`config.mk`:
```
export PLATFORM = sky130hd
export DESIGN_NAME = inst_fetch_stage_flat
export DESIGN_NICKNAME = d
export VERILOG_FILES = /design/src/rtl/inst_fetch_stage_if.sv /design/src/rtl/inst_fetch_stage.sv /design/src/flat_wrapper.sv
export SDC_FILE = /design/constraint.sdc
export NUM_CORES = 1
export LEC_CHECK = 0
export CAP_MARGIN = 40
export CORE_ASPECT_RATIO = 1.25
export CORE_MARGIN = 5
export CORE_UTILIZATION = 35
export CTS_CLUSTER_SIZE = 14
export DETAILED_ROUTE_END_ITERATION = 16
export PLACE_DENSITY = 0.61
export REMOVE_ABC_BUFFERS = 1
export SETUP_SLACK_MARGIN = 0.15
export SYNTH_ARGS = -nofsm -noshare
export SYNTH_HDL_FRONTEND = slang
export SYNTH_SLANG_ARGS = --single-unit
```
`constraint.sdc`:
```
create_clock -name clk -period 5.3 [get_ports clk]
set_input_delay 0.795 -clock clk [delete_from_list [all_inputs] [get_ports clk]]
set_output_delay 0.795 -clock clk [all_outputs]
set_load 0.05 [all_outputs]
```
`src/rtl/inst_fetch_stage_if.sv`:
```
// Instruction-memory request/response bus between the fetch stage (master)
// and instruction memory (slave).
interface inst_fetch_stage_if;
    logic        imem_req_valid;
    logic [31:0] imem_req_addr;
    logic        imem_req_ready;
    logic        imem_rsp_valid;
    logic [31:0] imem_rsp_data;

    modport master (
        output imem_req_valid, imem_req_addr,
        input  imem_req_ready, imem_rsp_valid, imem_rsp_data
    );

    modport slave (
        input  imem_req_valid, imem_req_addr,
        output imem_req_ready, imem_rsp_valid, imem_rsp_data
    );
endinterface

```
`src/rtl/inst_fetch_stage.sv`:
```
// RV32I fetch stage: PC, credit-limited in-order imem requests, skid FIFO, IF/ID register.
// Define IMM_PREDECODE_EN to register a predecoded immediate-format select in IF/ID.
module inst_fetch_stage #(
    parameter logic [31:0] RESET_PC = 32'h0000_0000,
    parameter int unsigned DEPTH    = 2
) (
    input  logic                      clk,
    input  logic                      rst,
    inst_fetch_stage_if.master        imem,
    input  logic                      redirect_valid,
    input  logic [31:0]               redirect_pc,
    input  logic                      stall,
    output logic                      if_valid,
    output logic [31:0]               if_inst,
    output logic [31:0]               if_pc,
    output logic [2:0]                if_imm_ctrl
);
    localparam int unsigned AW = $clog2(DEPTH);
    localparam int unsigned CW = $clog2(DEPTH + 1);
    localparam logic [CW:0] DEPTH_C = (CW + 1)'(DEPTH);
    localparam logic [31:0] NOP = 32'h0000_0013;

    logic [31:0]   pc;
    logic [31:0]   fifo_inst [DEPTH];
    logic [31:0]   fifo_pc   [DEPTH];
    logic [31:0]   rpc       [DEPTH];
    logic [AW-1:0] wr_ptr, rd_ptr, rpc_wr, rpc_rd;
    logic [CW-1:0] count, outstanding, drop_cnt;

    logic [CW:0]   in_use;
    logic          credit, accept, rsp, drop, live;
    logic          ifid_load, fifo_empty, pop, bypass, push;
    logic [31:0]   rsp_pc, redirect_target;

`ifdef IMM_PREDECODE_EN
    logic [2:0]    fifo_imm [DEPTH];
    logic [2:0]    if_imm;
    logic [2:0]    rsp_imm;

    // Argument is {funct3, opcode}.
    function automatic logic [2:0] predecode(input logic [9:0] f3_op);
        logic [2:0] sel;
        sel = 3'd7;
        case (f3_op[6:0])
            7'b0010011: begin
                if (f3_op[9:7] == 3'b011)
                    sel = 3'd1;
                else if (f3_op[9:7] == 3'b001 || f3_op[9:7] == 3'b101)
                    sel = 3'd2;
                else
                    sel = 3'd0;
            end
            7'b0000011, 7'b1100111: sel = 3'd0;
            7'b0100011:             sel = 3'd3;
            7'b1100011:             sel = 3'd4;
            7'b0110111, 7'b0010111: sel = 3'd5;
            7'b1101111:             sel = 3'd6;
            default:                sel = 3'd7;
        endcase
        return sel;
    endfunction

    assign rsp_imm     = predecode({imem.imem_rsp_data[14:12], imem.imem_rsp_data[6:0]});
    assign if_imm_ctrl = if_imm;
`else
    assign if_imm_ctrl = 3'd7;
`endif

    assign in_use          = {1'b0, count} + {1'b0, outstanding};
    assign credit          = in_use < DEPTH_C;
    assign imem.imem_req_valid = credit & ~rst & ~redirect_valid;
    assign imem.imem_req_addr  = pc;
    assign accept          = imem.imem_req_valid & imem.imem_req_ready;
    assign rsp             = imem.imem_rsp_valid;
    assign drop            = rsp & (drop_cnt != '0);
    assign live            = rsp & ~drop;
    assign ifid_load       = ~stall | ~if_valid;
    assign fifo_empty      = (count == '0);
    assign pop             = ifid_load & ~fifo_empty;
    assign bypass          = ifid_load & fifo_empty & live;
    assign push            = live & ~bypass;
    assign rsp_pc          = rpc[rpc_rd];
    assign redirect_target = redirect_pc & 32'hFFFF_FFFC;

    always_ff @(posedge clk) begin
        if (accept)
            rpc[rpc_wr] <= pc;
        if (push) begin
            fifo_inst[wr_ptr] <= imem.imem_rsp_data;
            fifo_pc[wr_ptr]   <= rsp_pc;
`ifdef IMM_PREDECODE_EN
            fifo_imm[wr_ptr]  <= rsp_imm;
`endif
        end
    end

    always_ff @(posedge clk) begin
        if (rst) begin
            pc          <= RESET_PC & 32'hFFFF_FFFC;
            wr_ptr      <= '0;
            rd_ptr      <= '0;
            count       <= '0;
            rpc_wr      <= '0;
            rpc_rd      <= '0;
            outstanding <= '0;
            drop_cnt    <= '0;
            if_valid    <= 1'b0;
            if_inst     <= NOP;
            if_pc       <= '0;
`ifdef IMM_PREDECODE_EN
            if_imm      <= '0;
`endif
        end else begin
            if (accept)
                rpc_wr <= rpc_wr + AW'(1);
            if (rsp)
                rpc_rd <= rpc_rd + AW'(1);
            if (redirect_valid) begin
                pc          <= redirect_target;
                wr_ptr      <= '0;
                rd_ptr      <= '0;
                count       <= '0;
                if_valid    <= 1'b0;
                outstanding <= outstanding - CW'(rsp);
                // Every request still in flight after this cycle is stale,
                // including ones already marked for dropping.
                drop_cnt    <= outstanding - CW'(rsp);
            end else begin
                if (accept)
                    pc <= pc + 32'd4;
                outstanding <= outstanding + CW'(accept) - CW'(rsp);
                if (drop)
                    drop_cnt <= drop_cnt - CW'(1);
                if (push)
                    wr_ptr <= wr_ptr + AW'(1);
                if (pop)
                    rd_ptr <= rd_ptr + AW'(1);
                count <= count + CW'(push) - CW'(pop);
                if (ifid_load) begin
                    if (pop) begin
                        if_valid <= 1'b1;
                        if_inst  <= fifo_inst[rd_ptr];
                        if_pc    <= fifo_pc[rd_ptr];
`ifdef IMM_PREDECODE_EN
                        if_imm   <= fifo_imm[rd_ptr];
`endif
                    end else if (bypass) begin
                        if_valid <= 1'b1;
                        if_inst  <= imem.imem_rsp_data;
                        if_pc    <= rsp_pc;
`ifdef IMM_PREDECODE_EN
                        if_imm   <= rsp_imm;
`endif
                    end else begin
                        if_valid <= 1'b0;
                    end
                end
            end
        end
    end
endmodule
```
`src/flat_wrapper.sv`:
```
// flat-port wrapper written by rule: the top's interface ports become plain ports
module inst_fetch_stage_flat 
#(
    parameter logic [31:0] RESET_PC = 32'h0000_0000,
    parameter int unsigned DEPTH    = 2
)
  (clk, rst, redirect_valid, redirect_pc, stall, if_valid, if_inst, if_pc, if_imm_ctrl, imem_imem_req_valid, imem_imem_req_addr, imem_imem_req_ready, imem_imem_rsp_valid, imem_imem_rsp_data);
  inst_fetch_stage_if imem_i ();
  input  logic clk;
  input  logic rst;
  input  logic redirect_valid;
  input  logic [31:0] redirect_pc;
  input  logic stall;
  output logic if_valid;
  output logic [31:0] if_inst;
  output logic [31:0] if_pc;
  output logic [2:0] if_imm_ctrl;
  output wire logic [$bits(imem_i.imem_req_valid)-1:0] imem_imem_req_valid;
  output wire logic [$bits(imem_i.imem_req_addr)-1:0] imem_imem_req_addr;
  input wire logic [$bits(imem_i.imem_req_ready)-1:0] imem_imem_req_ready;
  input wire logic [$bits(imem_i.imem_rsp_valid)-1:0] imem_imem_rsp_valid;
  input wire logic [$bits(imem_i.imem_rsp_data)-1:0] imem_imem_rsp_data;
  assign imem_imem_req_valid = imem_i.imem_req_valid;
  assign imem_imem_req_addr = imem_i.imem_req_addr;
  assign imem_i.imem_req_ready = imem_imem_req_ready;
  assign imem_i.imem_rsp_valid = imem_imem_rsp_valid;
  assign imem_i.imem_rsp_data = imem_imem_rsp_data;
  inst_fetch_stage #(.RESET_PC(RESET_PC), .DEPTH(DEPTH)) u_core (.clk(clk), .rst(rst), .imem(imem_i), .redirect_valid(redirect_valid), .redirect_pc(redirect_pc), .stall(stall), .if_valid(if_valid), .if_inst(if_inst), .if_pc(if_pc), .if_imm_ctrl(if_imm_ctrl));
endmodule
```
== Word-level counts from Yosys, hierarchy flattened ==
Memories as Yosys holds them, arrays and structs flattened. A register that Yosys moved wholly into a read port is not among the register bits.
Index checks and enable logic that the tools add are counted.

* Memories: 3
* Input bits: 70
* Word-level logic and storage cells: 73
* Output and inout port bits: 101
* Bits in writable memories: 192
* Register bits: 107

{| class="wikitable"
|+ Memories
! name !! words !! width !! rd ports !! clocked after memory_dff !! wr ports !! RTL line !! RTL
|-
| u_core.fifo_inst || 2 || 32 || 1 || 1 || 1 || inst_fetch_stage.sv:24 || <nowiki>logic [31:0] fifo_inst [DEPTH];</nowiki>
|-
| u_core.fifo_pc || 2 || 32 || 1 || 1 || 1 || inst_fetch_stage.sv:25 || <nowiki>logic [31:0] fifo_pc [DEPTH];</nowiki>
|-
| u_core.rpc || 2 || 32 || 1 || 1 || 1 || inst_fetch_stage.sv:26 || <nowiki>logic [31:0] rpc [DEPTH];</nowiki>
|}

* Magnitude comparators: 1
* Bitwise logic cells: 17
* $add $sub $neg: 12
* Reductions and logical operators: 7
* Muxes and demuxes: 21

{| class="wikitable"
|+ Operators by type and width
! kind !! number
|-
| $mux 32 || 6
|-
| $add 32x3->32 const B || 1
|-
| $mux 1 || 12
|-
| $and 1x1->1 || 9
|-
| $reduce_bool 2->1 || 4
|-
| $not 1->1 || 7
|-
| $mux 2 || 3
|-
| $sub 2x1->2 || 3
|-
| $add 1x1->1 const B || 4
|-
| $add 2x1->2 || 2
|-
| $add 2x2->3 || 1
|-
| $lt 3x2->1 const B || 1
|-
| $reduce_and 3->1 || 1
|-
| $logic_not 2->1 || 1
|-
| $reduce_or 2->1 || 1
|-
| $sub 2x1->2 const B || 1
|-
| $or 1x1->1 || 1
|}

== Longest topological paths before layout ==
Gate-level depths: netlist (run 1).

* Depth after elaboration: 9
* Depth in mapped cells: 9

== Least setup slack after synthesis (run 1) ==
No wires, ideal clock.

* Kind: input-to-reg
* From: input stall
* To: memory u_core.fifo_inst[0][0] (enable)
* Cell stages on the path: 3
* Setup slack: 854 ps
* Arrival: 3956 ps
* Data required time: 4810 ps
* Cells stage by stage: nand2_1 -> a21oi_1 -> nor2b_1

* Longest elaborated chain between the ends: 8

{| class="wikitable"
|+ Ends and longest elaborated chain
! element !! RTL line !! RTL
|-
| start, declared || flat_wrapper.sv:13 || <nowiki>input logic stall;</nowiki>
|-
| $not 1->1 || inst_fetch_stage.sv:77 || <nowiki>assign ifid_load = ~stall | ~if_valid;</nowiki>
|-
| $or 1x1->1 || inst_fetch_stage.sv:77 ||
|-
| $and 1x1->1 (2 in a row) || inst_fetch_stage.sv:80 || <nowiki>assign bypass = ifid_load & fifo_empty & live;</nowiki>
|-
| $not 1->1 || inst_fetch_stage.sv:81 || <nowiki>assign push = live & ~bypass;</nowiki>
|-
| $and 1x1->1 || inst_fetch_stage.sv:81 ||
|-
| via u_core.push || inst_fetch_stage.sv:32 || <nowiki>logic ifid_load, fifo_empty, pop, bypass, push;</nowiki>
|-
| $mux 1 || inst_fetch_stage.sv:88 || <nowiki>if (push) begin</nowiki>
|-
| $mux 1 (implied by the code) || inst_fetch_stage.sv:89 || <nowiki>fifo_inst[wr_ptr] <= imem.imem_rsp_data;</nowiki>
|-
| end, declared || inst_fetch_stage.sv:24 ||
|}

The timed path passes the listed nets, and every way through them passes these cells.

== Final worst setup path (run 1) ==
* From: input redirect_valid
* To: output imem_imem_req_valid

* Longest elaborated chain between the ends: 2

{| class="wikitable"
|+ Ends and longest elaborated chain
! element !! RTL line !! RTL
|-
| start, declared || flat_wrapper.sv:11 || <nowiki>input logic redirect_valid;</nowiki>
|-
| $not 1->1 || inst_fetch_stage.sv:71 || <nowiki>assign imem.imem_req_valid = credit & ~rst & ~redirect_valid;</nowiki>
|-
| $and 1x1->1 || inst_fetch_stage.sv:71 ||
|-
| end, declared || flat_wrapper.sv:18 || <nowiki>output wire logic [$bits(imem_i.imem_req_valid)-1:0] imem_imem_req_valid;</nowiki>
|}

Every way passes these cells.

==> results of run 1 <==
-- report_power, final --
group          total [mW]  switching, mW  internal (mW)
clock network        2.07          0.844           1.23
registers            2.57         0.0761           2.49
logic               0.726          0.462          0.264
-- stage by stage --
step / hold slack, ns / setup WS [ns] / instance area (um2)
after floorplan: 0.4799 / -0.4378 / 11320
final: 0.4502 / 1.565 / 14730
after detailed placement: 0.4459 / 1.594 / 13740
after global placement: 0.4443 / 1.577 / 13630
after CTS: 0.4547 / 1.577 / 14730
after global routing: 0.4707 / 1.456 / 14730
-- critical path: cells and delay by family --
| kind | cells | cell delay, ns |
|---|---|---|
| buffers and inverters | 3 | 1.48 |
| AND/OR/NAND/NOR | 2 | 0.65 |
-- kinds of logic (layout without fill, tap and decap cells) --
kind of cell | count (synthesis) | in the layout | synth area share (%)
mux | 92 | 92 | 8.592
buf+inv | 77 | 245 | 2.745
other cells | 2 | 7 | 0.06487
compound gates | 154 | 154 | 9.683
simple gates | 268 | 268 | 10.96
fa+ha+maj | 6 | 6 | 0.7133
xor+xnor | 18 | 18 | 1.362
flops | 289 | 289 | 65.88
-- cells in the mapped netlist, types with 3 or more instances --
cell type	n	area share, %
edfxtp_1	184	48
dfxtp_1	105	18
nand2_1	86	2.8
nor2_1	67	2.2
mux2_2	59	5.7
clkbuf_1	44	1.4
nor3_1	37	1.6
o211ai_1	35	2.3
a21oi_1	34	1.5
mux2i_1	33	2.9
a221oi_1	31	2.3
nand3_1	16	0.69
a211oi_1	14	0.91
buf_1	12	0.39
inv_1	12	0.39
nand4_1	11	0.59
xnor2_1	11	0.83
or3_1	10	0.54
a311oi_1	8	0.61
nor4_1	8	0.43
or4_1	8	0.52
buf_4	7	0.45
xor2_1	7	0.53
o21ai_0	6	0.26
a31oi_1	5	0.27
and4_1	5	0.38
ha_1	5	0.54
a2111oi_0	4	0.30
and3_1	4	0.22
a211o_1	3	0.23
and2_1	3	0.16
nand3b_1	3	0.19
nor3b_1	3	0.19
o31ai_1	3	0.19
-- registers in the layout (all words and copies together), names as in the netlist, named ones only --
register                   count
u_core.fifo_pc                60
u_core.imem.imem_req_addr     30
u_core.wr_ptr                  1
u_core.fifo_inst              64
u_core.if_valid                1
u_core.rpc_wr                  1
u_core.drop_cnt                2
u_core.rd_ptr                  1
u_core.rpc                    60
u_core.rpc_rd                  1
u_core.if_pc                  30
u_core.outstanding             2
u_core.count                   2
u_core.if_inst                32
-- area by class of cell --
type	instances	area (um2)
Multi-Input combinational cell	545	3707
Timing Repair Buffer	180	1837
Fill cell	2957	17950
Tap cell	418	523.0
Inverter	12	45.04
Clock buffer	39	854.6
Clock inverter	14	132.6
Sequential cell	289	7631
-- how the worst min path moves through the flow --
stage	from	to	slack (ns)	cells after the start
5_1_grt	u_core.if_pc[23]$_SDFFE_PP0P_	u_core.if_pc[23]$_SDFFE_PP0P_	0.47	2
3_3_place_gp	u_core.if_pc[15]$_SDFFE_PP0P_	u_core.if_pc[15]$_SDFFE_PP0P_	0.44	2
3_5_place_dp	u_core.if_pc[29]$_SDFFE_PP0P_	u_core.if_pc[29]$_SDFFE_PP0P_	0.45	2
2_1_floorplan	u_core.rpc_rd$_SDFFE_PP0P_	register	0.48	2
4_1_cts	u_core.if_pc[29]$_SDFFE_PP0P_	u_core.if_pc[29]$_SDFFE_PP0P_	0.45	2
6_report	u_core.if_pc[29]$_SDFFE_PP0P_	u_core.if_pc[29]$_SDFFE_PP0P_	0.45	2
-- layer usage --
metal  part of all wire, %  vias up
met5                     0        -
met4                   1.8        0
met3                   5.4       41
met2                    51      235
met1                    42     3803
li1                      -     3735
==> results.json, run 1 <==
{
  "grt_usage_pct": 15.05,
  "cp_slowest_stage_delay_ns": 0.85,
  "pin_count": 171,
  "rsz0062_at_grt": "false",
  "die_area_mm2": 0.03684,
  "clk_latency_ns": 0.53,
  "synth_seq_cells": 289,
  "rr_startpoint": "u_core.count[0]$_SDFF_PP0_",
  "ant_nets": 0,
  "arrival_ns": 2.94,
  "grt_pass1_wl_um": 44850,
  "worst_pin_slew_ns": 0.7353,
  "worst-endpoint-required_ns": 4.51,
  "finClkSkew_ns": 0.01658,
  "vias": 7814,
  "clkSinkCount": 289,
  "synthDistinctLibCells": 52,
  "fin_crit_ns": 3.735,
  "cp_max_fo": 29,
  "power_mw": 5.365,
  "use_met3_pct": 2.345,
  "drive_above_1_share_pct": 12.70,
  "drt_iter0_markers": 496,
  "cts_root_buf": "clkbuf_16",
  "start_util_pct": 35.42,
  "relSlewSlack_pct": 50.31,
  "critPathLaunchType": "input port",
  "rr_endpoint": "u_core.imem.imem_req_addr[26]$_SDFFE_PP0P_",
  "cap_viol_max_count": 0,
  "ctsResizeCount": 0,
  "layout_commonest_cell": "edfxtp_1",
  "cp-startpoint": "redirect_valid",
  "via_per_inst": 5.220,
  "core_region_area_mm2": 0.03268,
  "final_cell_mix": "edfxtp_1, clkdlybuf4s50_1, dfxtp_1, nand2_1, nor2_1",
  "fin_nets": 1133,
  "leakage_nw": 4.701,
  "min_path_type": "register to register",
  "postCtsSetupBuffers": 0,
  "period_share_pct": 70.47,
  "grt.busiest_layer": "met2",
  "rr_worst_depth": 7,
  "cp-endpoint": "imem_imem_req_valid",
  "fp.dieW_um": 172.7,
  "synth_cells": 906,
  "fp-row-count": 74,
  "peakVddDrop_v": 0.0002370,
  "final_util_pct": 45.07,
  "grt_max_degree": 55,
  "crit_path_frequent_cell": "clkdlybuf4s50_1",
  "path_cells": "clkdlybuf4s50_1 > buf_4 > or2_2 > nor3_1 > clkdlybuf4s50_1",
  "finalMaxSlewViolations": 0,
  "cts_buffer_depth": 3,
  "async_flop_share_pct": 0,
  "cts_made_buffers": 29,
  "grt_pass1_vias": 7833,
  "use_met2_pct": 26.72,
  "fin_cells": 1497,
  "synth-edff-count": 184,
  "setup_viol": 0,
  "path_clk_slew_ns": 0.06,
  "hold_viol": 0,
  "cp_slowest_cell": "clkdlybuf4s50_1",
  "yosysSeqAreaShare_pct": 65.88,
  "syn_to_final_growth_pct": 27.23,
  "r2r_slack_ns": 1.97,
  "wl_per_cell_um": 19.28,
  "final.setup.tns_ns": 0,
  "gp_congestion": 0.8443,
  "dr.pass1.iters": 5,
  "worst-setup-path-type": "input port to primary output",
  "grt_overflow_total": 0,
  "synthesis.area_mm2": 0.01158,
  "antenna_found_initial": 0,
  "io_buffers": 161,
  "cts_hold_buf": 0,
  "grt_util_met1_pct": 19.50,
  "wl_um": 28860,
  "drc_errors": 0,
  "max_freq_mhz": 267.8,
  "die_h_um": 213.3,
  "htree_levels": 1,
  "end_kind": "primary output",
  "synth_flop_cell": "edfxtp_1",
  "status": "complete, no violations",
  "dp_cells": 1444,
  "synth_warnings": 0,
  "avgSynthCellArea_um2": 12.78,
  "diodes": 0,
  "dp_hpwl_um": 18640,
  "cts_tree": "built",
  "p_per_area_mw_per_mm2": 364.2
}
(Power assumes the default switching activity.)
==> run 2: changes to the inputs <==
clock period = 3.8 ns   (was 5.3 ns; I/O delays follow)
==> run 2 against run 1 <==
Compared with the run above:
- core utilization is essentially flat
- sequential share of layout area is essentially flat
- setup slack lost 1.1 ns
- power grew 39%
- highest routed layer unchanged
==> results.json, run 2 (synthesized netlist as in run 1, its figures left out) <==
{
  "status": "complete, no violations",
  "arrival_ns": 3.77,
  "grt_pass1_vias": 7881,
  "end_kind": "register",
  "worst-endpoint-required_ns": 4.26,
  "rr_worst_depth": 7,
  "fp.dieW_um": 172.7,
  "finalMaxSlewViolations": 0,
  "clk_latency_ns": 0.56,
  "dp_hpwl_um": 18410,
  "wl_per_cell_um": 18.83,
  "pin_count": 171,
  "rsz0062_at_grt": "false",
  "cts_tree": "built",
  "die_area_mm2": 0.03684,
  "die_h_um": 213.3,
  "period_share_pct": 87.07,
  "r2r_slack_ns": 0.49,
  "fin_nets": 1136,
  "largest_register_ffs": 64,
  "leakage_nw": 4.684,
  "dp_cells": 1446,
  "fp-row-count": 74,
  "hold_path_startpoint": "rst",
  "io_buffers": 161,
  "min_path_type": "input port to register",
  "drive_above_1_share_pct": 12.64,
  "cts_buffer_depth": 3,
  "ctsResizeCount": 0,
  "postCtsSetupBuffers": 0,
  "final_util_pct": 45.07,
  "path_cells": "inv_1 > nor2_1 > fa_1 > or3b_1 > or4_1 > or4_1 > a311oi_1",
  "power_mw": 7.433,
  "cp_slowest_stage_delay_ns": 0.71,
  "finalWorstSetupSlack_ns": 0.4913,
  "fin_crit_ns": 3.309,
  "fill_cells": 2986,
  "ant_nets": 0,
  "drt_iter0_markers": 500,
  "worst_pin_slew_ns": 0.8604,
  "cp.depth": 7,
  "syn_to_final_growth_pct": 27.22,
  "min_delay_path_depth": 2,
  "cp_slowest_cell": "or4_1",
  "crit_path_frequent_cell": "or4_1",
  "drc_errors": 0,
  "p_per_area_mw_per_mm2": 504.7,
  "clkSinkCount": 289,
  "grt_usage_pct": 14.83,
  "grt_pass1_wl_um": 44130,
  "start_util_pct": 35.42,
  "vias": 7755,
  "gp_congestion": 0.8225,
  "final_cell_mix": "edfxtp_1, clkdlybuf4s50_1, dfxtp_1, nand2_1, nor2_1",
  "dr.pass1.iters": 5,
  "critPathBufInv": 1,
  "worst-setup-path-type": "register to register",
  "top_register": "u_core.fifo_inst",
  "peakVddDrop_v": 0.0003226,
  "rr_startpoint": "u_core.count[0]$_SDFF_PP0_",
  "core_region_area_mm2": 0.03268,
  "grt_max_degree": 97,
  "postPlaceCellArea_mm2": 0.01376,
  "cts_root_buf": "clkbuf_16",
  "cp_top_family": "simple AND/OR/NAND/NOR gates",
  "wl_um": 28280,
  "via_per_inst": 5.163,
  "relSlewSlack_pct": 42.64,
  "finClkSkew_ns": 0.01951,
  "critPathLaunchType": "register",
  "reg_top3": "u_core.fifo_inst: 64 flops, u_core.fifo_pc: 60 flops, u_core.rpc: 60 flops",
  "max_freq_mhz": 302.2,
  "fin_cells": 1502,
  "design_area_mm2": 0.01473,
  "diodes": 0,
  "place_ws_ns": 0.5042,
  "cap_viol_max_count": 0,
  "cts_hold_buf": 0,
  "antenna_found_initial": 0,
  "cts_made_buffers": 30,
  "cp_max_fo": 7,
  "path_clk_slew_ns": 0.06,
  "layout_commonest_cell": "edfxtp_1",
  "hold_viol": 0,
  "setup_viol": 0,
  "grt_overflow_total": 0,
  "cp-startpoint": "u_core.count[0]$_SDFF_PP0_",
  "htree_levels": 1
}
-- run 2: worst reg2reg max path, stage by stage (launching register included) --
cell and delay (ns):
dfxtp_1 0.44, inv_1 0.10, nor2_1 0.14, fa_1 0.50
or3b_1 0.54, or4_1 0.71, or4_1 0.54, a311oi_1 0.24
-- run 2: where the power goes --
part           switching, mW  internal, mW  leakage (nW)  total [mW]
Clock                   1.18          1.66         0.465        2.84
Sequential             0.107          3.48          2.53        3.58
Combinational          0.641         0.370          1.69        1.01
-- run 2: final timing paths --
check,end
max reg2reg,u_core.imem.imem_req_addr[26]$_SDFFE_PP0P_
min,u_core.rpc_wr$_SDFFE_PP0P_
min reg2reg,u_core.if_pc[14]$_SDFFE_PP0P_
max,u_core.imem.imem_req_addr[26]$_SDFFE_PP0P_
-- run 2: layout make-up --
cell class | instances | area, um2 | area share, %
inverter | 12 | 45.04 | 0.3058
sequential | 289 | 7631 | 51.81
tap | 418 | 523.0 | 3.551
multi-input combinational | 545 | 3707 | 25.17
clock inverter | 13 | 100.1 | 0.6796
clock buffer | 43 | 870.8 | 5.912
timing repair buffer | 182 | 1852 | 12.57
-- run 2: through the flow --
stage	hold slack, ns	TNS [ns]
2_1_floorplan	0.4799	-105.93
3_3_place_gp	0.4450	0
3_5_place_dp	0.4453	0
4_1_cts	0.4118	0
5_1_grt	0.4368	0
6_report	0.4364	0
-- run 2: layer usage --
layer | vias up | share of wire [%] | wire [um] | track usage, %
met3 | 45 | 4.6 | 1306 | 2.187
li1 | 3739 | - | - | -
met4 | 0 | 2.3 | 660 | 4.935
met2 | 231 | 51 | 14350 | 26.96
met1 | 3740 | 42 | 11970 | 18.22
met5 | - | 0 | 0 | 0
